$ cat src/rtl/display_pkg.sv
// Shared definitions for the seven-segment display path.
// Holds the update controller state encoding, BCD field widths,
// the saturation ceiling and the scanner's all-anodes-off pattern.
package display_pkg;

  // Width of one packed BCD digit and of a two-digit field.
  localparam int unsigned BCD_NIB_W = 4;
  localparam int unsigned BCD_W     = 2 * BCD_NIB_W;

  // Largest value representable in two decimal digits.
  localparam int unsigned SAT_MAX = 99;

  // Anode pattern that turns every digit off. The anodes are active-low.
  localparam logic [3:0] ANODE_BLANK_ALL = 4'b1111;

  // Update controller sequencing states.
  typedef enum logic [1:0] {
    IDLE  = 2'd0,
    SHIFT = 2'd1,
    DONE  = 2'd2
  } upd_state_e;

  // Two-digit packed BCD value: tens in the upper nibble.
  typedef struct packed {
    logic [BCD_NIB_W-1:0] tens;
    logic [BCD_NIB_W-1:0] ones;
  } bcd2_t;

endpackage

$ cat src/rtl/bcd_shift_step.sv
// One combinational double-dabble step over a two-digit BCD field.
// Ports:
//   bcd_i    - current BCD accumulator (tens in [7:4], ones in [3:0])
//   opnd_i   - remaining binary operand, MSB is shifted into the BCD field
//   bcd_c_o  - accumulator after add-3 correction and left shift
//   opnd_c_o - operand after left shift
module bcd_shift_step
  import display_pkg::*;
#(
  parameter int unsigned VAL_W = 7
) (
  input  logic [BCD_W-1:0] bcd_i,
  input  logic [VAL_W-1:0] opnd_i,
  output logic [BCD_W-1:0] bcd_c_o,
  output logic [VAL_W-1:0] opnd_c_o
);

  logic [BCD_W-1:0] adj;

  // Add 3 to any digit of 5 or more so that the doubling carries into the next decade.
  always_comb begin
    adj = bcd_i;
    if (bcd_i[BCD_NIB_W-1:0] >= BCD_NIB_W'(5)) begin
      adj[BCD_NIB_W-1:0] = bcd_i[BCD_NIB_W-1:0] + BCD_NIB_W'(3);
    end
    if (bcd_i[BCD_W-1:BCD_NIB_W] >= BCD_NIB_W'(5)) begin
      adj[BCD_W-1:BCD_NIB_W] = bcd_i[BCD_W-1:BCD_NIB_W] + BCD_NIB_W'(3);
    end
  end

  // Shift {bcd, operand} left by one. The bit leaving the top of the field is
  // always zero for inputs up to 99, so the truncation is safe.
  assign bcd_c_o  = BCD_W'({adj, opnd_i[VAL_W-1]});
  assign opnd_c_o = {opnd_i[VAL_W-2:0], 1'b0};

endmodule

$ cat src/rtl/display_update_ctrl.sv
// Display update controller for the four-digit seven-segment scanner.
// It accepts score and time values on request, saturates them to two decimal
// digits and converts them to packed BCD over several cycles. It holds the
// results steady for the scanner and generates the game-over blink blanking.
// Ports:
//   clk, rst          - clock and synchronous active-high reset
//   score_bin         - binary score, sampled when a request is accepted
//   time_bin          - binary seconds remaining, sampled when a request is accepted
//   upd_req           - refresh request (level or pulse)
//   upd_ack           - one-cycle pulse when new BCD values are presented
//   busy              - a conversion is in flight
//   game_over         - enables blink mode
//   blink_tick        - one-cycle pulse that toggles the blink phase
//   left_value        - packed BCD score
//   right_value       - packed BCD time
//   blank             - scanner turns all anodes off while high
module display_update_ctrl #(
  parameter int unsigned VAL_W   = 7,
  parameter int unsigned SAT_MAX = display_pkg::SAT_MAX
) (
  input  logic                            clk,
  input  logic                            rst,
  input  logic [VAL_W-1:0]                score_bin,
  input  logic [VAL_W-1:0]                time_bin,
  input  logic                            upd_req,
  output logic                            upd_ack,
  output logic                            busy,
  input  logic                            game_over,
  input  logic                            blink_tick,
  output logic [display_pkg::BCD_W-1:0]   left_value,
  output logic [display_pkg::BCD_W-1:0]   right_value,
  output logic                            blank
);

  import display_pkg::*;

  localparam int unsigned STEP_W = $clog2(VAL_W + 1);
  localparam logic [STEP_W-1:0] STEP_LAST = STEP_W'(VAL_W - 1);
  localparam logic [VAL_W-1:0]  SAT_VAL   = VAL_W'(SAT_MAX);

  upd_state_e         state_q,    state_d;
  logic [VAL_W-1:0]   score_op_q, score_op_d;
  logic [VAL_W-1:0]   time_op_q,  time_op_d;
  bcd2_t              score_bcd_q, score_bcd_d;
  bcd2_t              time_bcd_q,  time_bcd_d;
  logic [STEP_W-1:0]  step_q,     step_d;
  logic               pend_q,     pend_d;
  logic               phase_q,    phase_d;
  logic               blank_q,    blank_d;
  logic               upd_ack_q,  upd_ack_d;
  logic               busy_q,     busy_d;
  bcd2_t              left_q,     left_d;
  bcd2_t              right_q,    right_d;

  logic [VAL_W-1:0]   score_sat_c;
  logic [VAL_W-1:0]   time_sat_c;
  logic [BCD_W-1:0]   score_bcd_step_c;
  logic [BCD_W-1:0]   time_bcd_step_c;
  logic [VAL_W-1:0]   score_op_step_c;
  logic [VAL_W-1:0]   time_op_step_c;

  // Clamp inputs to the two-digit range before conversion.
  assign score_sat_c = (score_bin > SAT_VAL) ? SAT_VAL : score_bin;
  assign time_sat_c  = (time_bin  > SAT_VAL) ? SAT_VAL : time_bin;

  // Score and time convert in lock-step.
  bcd_shift_step #(
    .VAL_W (VAL_W)
  ) u_score_step (
    .bcd_i    (score_bcd_q),
    .opnd_i   (score_op_q),
    .bcd_c_o  (score_bcd_step_c),
    .opnd_c_o (score_op_step_c)
  );

  bcd_shift_step #(
    .VAL_W (VAL_W)
  ) u_time_step (
    .bcd_i    (time_bcd_q),
    .opnd_i   (time_op_q),
    .bcd_c_o  (time_bcd_step_c),
    .opnd_c_o (time_op_step_c)
  );

  // Next-state and output decode.
  always_comb begin
    state_d     = state_q;
    score_op_d  = score_op_q;
    time_op_d   = time_op_q;
    score_bcd_d = score_bcd_q;
    time_bcd_d  = time_bcd_q;
    step_d      = step_q;
    pend_d      = pend_q;
    left_d      = left_q;
    right_d     = right_q;
    upd_ack_d   = 1'b0;

    // Requests that arrive mid-conversion merge into a single pending refresh.
    if (upd_req && (state_q != IDLE)) begin
      pend_d = 1'b1;
    end

    case (state_q)
      IDLE: begin
        if (upd_req || pend_q) begin
          score_op_d  = score_sat_c;
          time_op_d   = time_sat_c;
          score_bcd_d = '0;
          time_bcd_d  = '0;
          step_d      = '0;
          pend_d      = 1'b0;
          state_d     = SHIFT;
        end
      end
      SHIFT: begin
        score_bcd_d = score_bcd_step_c;
        time_bcd_d  = time_bcd_step_c;
        score_op_d  = score_op_step_c;
        time_op_d   = time_op_step_c;
        step_d      = step_q + STEP_W'(1);
        if (step_q == STEP_LAST) begin
          state_d = DONE;
        end
      end
      DONE: begin
        left_d    = score_bcd_q;
        right_d   = time_bcd_q;
        upd_ack_d = 1'b1;
        state_d   = IDLE;
      end
      default: begin
        state_d = IDLE;
      end
    endcase

    busy_d = (state_d != IDLE);

    // Blink phase runs only while game over is active and is independent of conversion.
    if (!game_over) begin
      phase_d = 1'b0;
    end else if (blink_tick) begin
      phase_d = ~phase_q;
    end else begin
      phase_d = phase_q;
    end
    blank_d = game_over & phase_d;
  end

  // State and output registers.
  always_ff @(posedge clk) begin
    if (rst) begin
      state_q     <= IDLE;
      score_op_q  <= '0;
      time_op_q   <= '0;
      score_bcd_q <= '0;
      time_bcd_q  <= '0;
      step_q      <= '0;
      pend_q      <= 1'b0;
      phase_q     <= 1'b0;
      blank_q     <= 1'b0;
      upd_ack_q   <= 1'b0;
      busy_q      <= 1'b0;
      left_q      <= '0;
      right_q     <= '0;
    end else begin
      state_q     <= state_d;
      score_op_q  <= score_op_d;
      time_op_q   <= time_op_d;
      score_bcd_q <= score_bcd_d;
      time_bcd_q  <= time_bcd_d;
      step_q      <= step_d;
      pend_q      <= pend_d;
      phase_q     <= phase_d;
      blank_q     <= blank_d;
      upd_ack_q   <= upd_ack_d;
      busy_q      <= busy_d;
      left_q      <= left_d;
      right_q     <= right_d;
    end
  end

  assign upd_ack     = upd_ack_q;
  assign busy        = busy_q;
  assign blank       = blank_q;
  assign left_value  = left_q;
  assign right_value = right_q;

endmodule
$ cat config.mk
export PLATFORM = sky130hd
export DESIGN_NAME = display_update_ctrl
export DESIGN_NICKNAME = d
export VERILOG_FILES = /design/src/rtl/display_pkg.sv /design/src/rtl/bcd_shift_step.sv /design/src/rtl/display_update_ctrl.sv
export SDC_FILE = /design/constraint.sdc
export NUM_CORES = 1
export LEC_CHECK = 0
export BUFFER_PORTS_ARGS = -buffer_cell sky130_fd_sc_hd__buf_2
export CORE_ASPECT_RATIO = 1.75
export CORE_MARGIN = 4
export CORE_UTILIZATION = 51
export CTS_CLUSTER_SIZE = 24
export DETAILED_ROUTE_END_ITERATION = 7
export HOLD_SLACK_MARGIN = 0.02
export PLACE_DENSITY = 0.75
export SLEW_MARGIN = 20
export SYNTH_ARGS = -nofsm -noshare
export SYNTH_HDL_FRONTEND = slang
export SYNTH_HIERARCHICAL = 1
export SYNTH_SLANG_ARGS = --single-unit
$ cat constraint.sdc
create_clock -name clk -period 1.3 [get_ports clk]
set_input_delay 0.13 -clock clk [delete_from_list [all_inputs] [get_ports clk]]
set_output_delay 0.13 -clock clk [all_outputs]
set_load 0.05 [all_outputs]
Word level (Yosys, flattened, before mapping)
Index checks and enable logic that the tools add are counted.
Widths: inputs -> output; s select.
{"block": "totals", "inputBits": 19, "register_bits": 56, "out_inout_bits": 19, "elab_cells": 65}
{"block": "classes", "magnitude_cmp": 6, "addsub": 5, "n_reduce_logical": 7, "n_eq_ne": 4, "bitwise": 2, "n_mux": 24}
{"op": "$pmux 8 s2", "count": 2}
{"op": "$mux 7", "count": 4}
{"op": "$pmux 7 s2", "count": 2}
{"op": "$ge 4x3->1 const B", "count": 4}
{"op": "$gt 7x7->1 const B", "count": 2}
{"op": "$mux 3", "count": 3}
{"op": "$add 4x2->4 const B", "count": 2}
{"op": "$mux 4", "count": 2}
{"op": "$mux 8", "count": 1}
{"op": "$add 3x2->3 const B", "count": 2}
{"op": "$mux 1", "count": 6}
{"op": "$pmux 3 s2", "count": 1}
{"op": "$reduce_bool 2->1", "count": 3}
{"op": "$mux 2", "count": 2}
{"op": "$pmux 2 s2", "count": 1}
{"op": "$add 3x1->3 const B", "count": 1}
{"op": "$eq 3x3->1 const B", "count": 1}
{"op": "$eq 2x1->1 const B", "count": 1}
{"op": "$eq 2x2->1 const B", "count": 1}
{"op": "$logic_not 2->1", "count": 1}
{"op": "$ne 2x2->1 const B", "count": 1}
{"op": "$reduce_and 2->1", "count": 1}
{"op": "$and 1x1->1", "count": 1}
{"op": "$logic_and 1x1->1", "count": 1}
{"op": "2 further kinds", "count": 2}

Depth between registers and ports, before layout
{"block": "depth", "ltp_word": 5, "ltp_mapped": 6}

Hierarchy
Netlist, hierarchy kept.
{"module": "display_update_ctrl", "cells_per_inst": 218, "seq_area_each_um2": 1101.1, "instances": 1, "area_each_um2": 2095.8}
{"module": "bcd_shift_step", "cells_per_inst": 37, "seq_area_each_um2": 0.0, "instances": 2, "area_each_um2": 246.5}

Worst setup path after synthesis
Ideal clock, no wire load.
{"block": "synth_path", "path_kind": "flip-flop to flip-flop", "startpoint": "register state_q[0]", "endpoint": "register time_bcd_q[0] (netlist bit)", "synth_period_minus_slack_ns": 1.399, "setup_ns": 0.057, "stages_incl_launch_ff": 7, "arrival_ns": 1.341, "n_path_buf": 3, "required_ns": 1.243, "setup_slack_ns": -0.099, "cell_sequence": "dfxtp_1 -> buf_6 -> or3_4 -> buf_6 -> a21oi_4 -> buf_6 -> a22o_2"}
{"block": "synth_between", "elab_chain_cells": 3}
{"item": "from (decl)", "line": "display_update_ctrl.sv:41", "rtl": "upd_state_e state_q, state_d;"}
{"item": "from (signal assigned)", "line": "display_update_ctrl.sv:166", "rtl": "state_q <= state_d;"}
{"item": "$eq 2x1->1 or $logic_not 2->1 (tied branches)", "line": "display_update_ctrl.sv:103", "rtl": "case (state_q)"}
{"item": "$reduce_bool 2->1 (no source line) or $ne 2x2->1 (tied branches)"}
{"item": "$reduce_and 2->1 (no source line)"}
{"item": "to (signal assigned)", "line": "display_update_ctrl.sv:170", "rtl": "time_bcd_q <= time_bcd_d;"}
{"item": "to (decl)", "line": "display_update_ctrl.sv:45", "rtl": "bcd2_t time_bcd_q, time_bcd_d;"}
Parallel ways exist; a longest one is shown, timed or not.
A chain may end at the register's enable or synchronous reset.

Final worst setup path
{"block": "layout_path", "startpoint": "register time_bcd_q[4] (netlist bit)", "endpoint": "register time_bcd_q[6] (netlist bit)"}
{"block": "layout_between", "elab_chain_cells": 3}
{"item": "$ge 4x3->1 or $add 3x2->3 (tied branches)", "line": "bcd_shift_step.sv:26, bcd_shift_step.sv:27"}
{"item": "$mux 3 *", "line": "bcd_shift_step.sv:26", "rtl": "if (bcd_i[BCD_W-1:BCD_NIB_W] >= BCD_NIB_W'(5)) begin"}
{"item": "named net time_bcd_step_c[6]", "line": "display_update_ctrl.sv:58", "rtl": "logic [BCD_W-1:0] time_bcd_step_c;"}
{"item": "$pmux 8 s2 *", "line": "display_update_ctrl.sv:103"}
The timed path passes the listed nets; every way through them passes the cells marked *.

==> summary.txt <==
Critical path
  – Critical path class: reg -> reg
  – Critical path peak fanout: 3
  – R2R Path End: time_bcd_q[6]
  – Crit path arrival time: 1.60 ns
  – Endpoint kind of the worst setup timing path: flop
  – Startpoint of the worst register-to-register path: time_bcd_q[4]
  – Reg2reg path depth: 6
  – Worst reg-to-reg setup slack: -0.04 ns
  – Data required time of the critical path: 1.56 ns
  – Crit start category: flop

STA
  – Minimum clock period after layout: 1.34 ns
  – Max-slew violation count: 0
  – Max Clock Freq: 0.745 GHz
  – Setup repair after global routing missed its margin: yes
  – Clock skew: between 0.01 and 0.015 ns
  – Post-route clock period utilization: 103%
  – Worst Hold Slack: roughly 0.086 ns
  – Number of hold violations in the final report: 0
  – Final-layout setup total negative slack: -0.0595 ns
  – Crit path setup slack, layout: -0.0423 ns
  – Final setup violating endpoints: 4

Drt
  – Wire length per cell after detailed routing: approximately 14 um
  – Post-detailed-route DRC marker count: 0
  – Routed vias: between 2000 and 2500
  – Number of search-and-repair iterations in the first detailed-routing pass: 4
  – Initial DRC count: between 80 and 90
  – Antenna Violating Nets Remaining: 0
  – Via-to-Cell Ratio: about 5.6
  – Wire length reported by the detailed router: roughly 5500 um

Yosys
  – Post-Syn Nets: 321
  – Prevailing post-synth register cell: dfxtp_1
  – Async set or reset register ratio after synthesis: 0%
  – Synth Warn #: 6
  – Cell taking the most area after synthesis: dfxtp_1
  – Ranking of synthesized cells by instance count: 57 x nand2_1, 55 x dfxtp_1, 28 x a21oi_1, 16 x buf_4
  – Combined area of all synthesized cells: roughly 2600 um2
  – Synthesized area per cell: ~9 um2
  – Post-synthesis sequential element count: 55
  – Portion of the post-synthesis area used by sequential elements: between 40 and 50%
  – Number of cells produced by synthesis: approximately 300
  – Most numerous cell in the Yosys netlist: nand2_1
  – Largest cells by area after synthesis: dfxtp_1 43%, nand2_1 8.3%, a21oi_1 5.4%, ha_1 4.8%, buf_4 4.6%
  – EDFF count, synth: 0
  – Number of unique standard cell types used by synthesis: 40
  – Post-synth top area share: between 40% and 50%

Floorplanning
  – Die Span X: around 62 um
  – Number of I/O pins: 38
  – Height of the die: approximately 100 um
  – Die Footprint: around 6300 um2
  – Initial standard-cell utilization of the core: approximately 52%
  – Area of the core: a little under 5000 um2
  – Cell Rows: 34

Clock tree
  – H-tree depth: 2
  – Clock tree from TritonCTS: done
  – Hold Buf Count CTS: 0
  – Count of clock tree sinks: 55
  – CTS root buf: clkbuf_8
  – Bufs on Longest Clock Path: 2
  – Clock Latency Late Sink: just over 0.3 ns
  – TritonCTS Buffers: 5
  – Clock transition at the register clock pins on the worst setup and hold paths after CTS: 0.09 ns

Power
  – Final Power: 3190 uW
  – Cell leakage power: 0.00136 uW
  – Cell area power density: 982 nW/um2
  – Worst IR Drop VDD: 836 uV

Run status
  – Violations in the final reports: negative setup slack
  – Result of the run: finished with violations

Place
  – Final weighted congestion in routability-driven placement: 0.787
  – Dpl ws: -0.178 ns
  – Post-detail-place hpwl: 3900 um
  – Number of I/O port buffers: 37

Cells and area
  – Final Net Count: 366
  – Area Growth Syn to Fin: 25.6%
  – Share of cells above drive strength 1: 39.1%
  – Diode insertion count for antenna repair: 0
  – Number of fill cells: approximately 390

Global route
  – Pin count of the biggest net entering global routing: 18
  – Number of antenna violations at the first check in global routing: 0
  – Vias in the first global route: between 2000 and 2500
  – GRT Resource Usage Total: between 10% and 20%
  – Total congestion overflow after global routing: 0
  – First-pass GRT wire length: approximately 9000 um

Worst hold path
  – Worst hold path class: in -> reg
  – Worst Hold Endpoint: phase_q
  – Min-Delay Path Depth: 2
  – Critical hold path startpoint: game_over

Run
  – Count of maximum capacitance violations: 0
## stage by stage
stage	util, %	instance area [um2]	instances
6_report	65.9	3250	392
5_1_grt	65.9	3250	392
4_1_cts	62.5	3080	389
3_5_place_dp	58.7	2900	381
3_3_place_gp	58.7	2900	381
2_1_floorplan	-	2610	292
## worst max-delay path, cell delays in order (launching register included)
cell	delay, ns
dfxtp_1	0.36
inv_1	0.09
ha_2	0.21
nand2b_4	0.06
a21oi_4	0.18
mux2i_2	0.24
a22o_1	0.15
## placed cells by master, fill, tap and decap left out, drive strengths merged, types with 2 or more instances in the layout
cell    count
nand2      57
a22o       16
a32o        4
a32oi       5
ha         10
o21ai       5
xnor2       5
or2b        3
buf        71
a21oi      33
o311a       2
inv        10
nor2b       4
a211oi      5
conb        2
or3         6
mux2i       4
nor3        2
dfxtp      55
nor2        8
nand2b     10
a311oi      4
clkbuf      8
## per-layer routing
| layer | up-vias | GRT usage [%] | share of wire (%) |
|---|---|---|---|
| li1 | 1080 | - | - |
| met1 | 1021 | 19.8 | 37 |
| met2 | 62 | 33.3 | 56 |
| met3 | 15 | 3.79 | 4.3 |
| met4 | 0 | 8.17 | 2.5 |
| met5 | - | 0 | 0 |
## how the worst max path moves through the flow
| stage | startpoint | endpoint | slack [ns] | cells after the start |
|---|---|---|---|---|
| 2_1_floorplan | state_q[0] | score_op_q[0] | -0.05 | 5 |
| 3_3_place_gp | state_q[1] | score_bcd_q[1] | -0.14 | 3 |
| 3_5_place_dp | state_q[1] | time_bcd_q[2] | -0.18 | 3 |
| 4_1_cts | time_bcd_q[0] | time_bcd_q[2] | -0.03 | 6 |
| 6_report | time_bcd_q[4] | time_bcd_q[6] | -0.04 | 6 |
| 5_1_grt | time_bcd_q[4] | time_bcd_q[6] | -0.1 | 6 |
## area by class of cell
cell class	instances	area, um2	area share, %
clock buffers	8	100	3.08
repair buffers	71	489	15.0
multi-input cells	193	1430	43.9
well taps	54	67.6	2.08
inverters	11	46.3	1.42
flip-flops and latches	55	1120	34.5
## power by group
group	switching (uW)	total (uW)	internal [uW]
logic	200	395	195
clock network	530	1020	487
registers	43.2	1780	1740
total	773	3190	2420
## state kept, by name (all words and copies together) (netlist names)
signal       cells
busy             1
left_value       8
pend_q           1
phase_q          1
right_value      8
score_bcd_q      8
score_op_q       7
state_q          2
step_q           3
time_bcd_q       8
time_op_q        7
upd_ack          1
## kinds of logic (layout without fill, tap and decap cells)
logic type / count (synthesis) / count (layout) / share of synthesized area, %
simple gates: 93 / 93 / 16.6
compound gates: 79 / 79 / 22.4
flops: 55 / 55 / 42.5
buf+inv: 44 / 90 / 10.1
fa+ha+maj: 10 / 10 / 4.83
xor+xnor: 5 / 5 / 1.69
mux: 4 / 4 / 1.55
other cells: 2 / 2 / 0.290
## timing repair
item	4_1_cts	5_1_grt
pin swaps	7	8
hold endpoints to repair	0	0
gates resized for setup	25	32
endpoints found under the setup margin	32	30
cloned	0	0
setup buffers	0	3
Power figures use the tool's default switching activity.
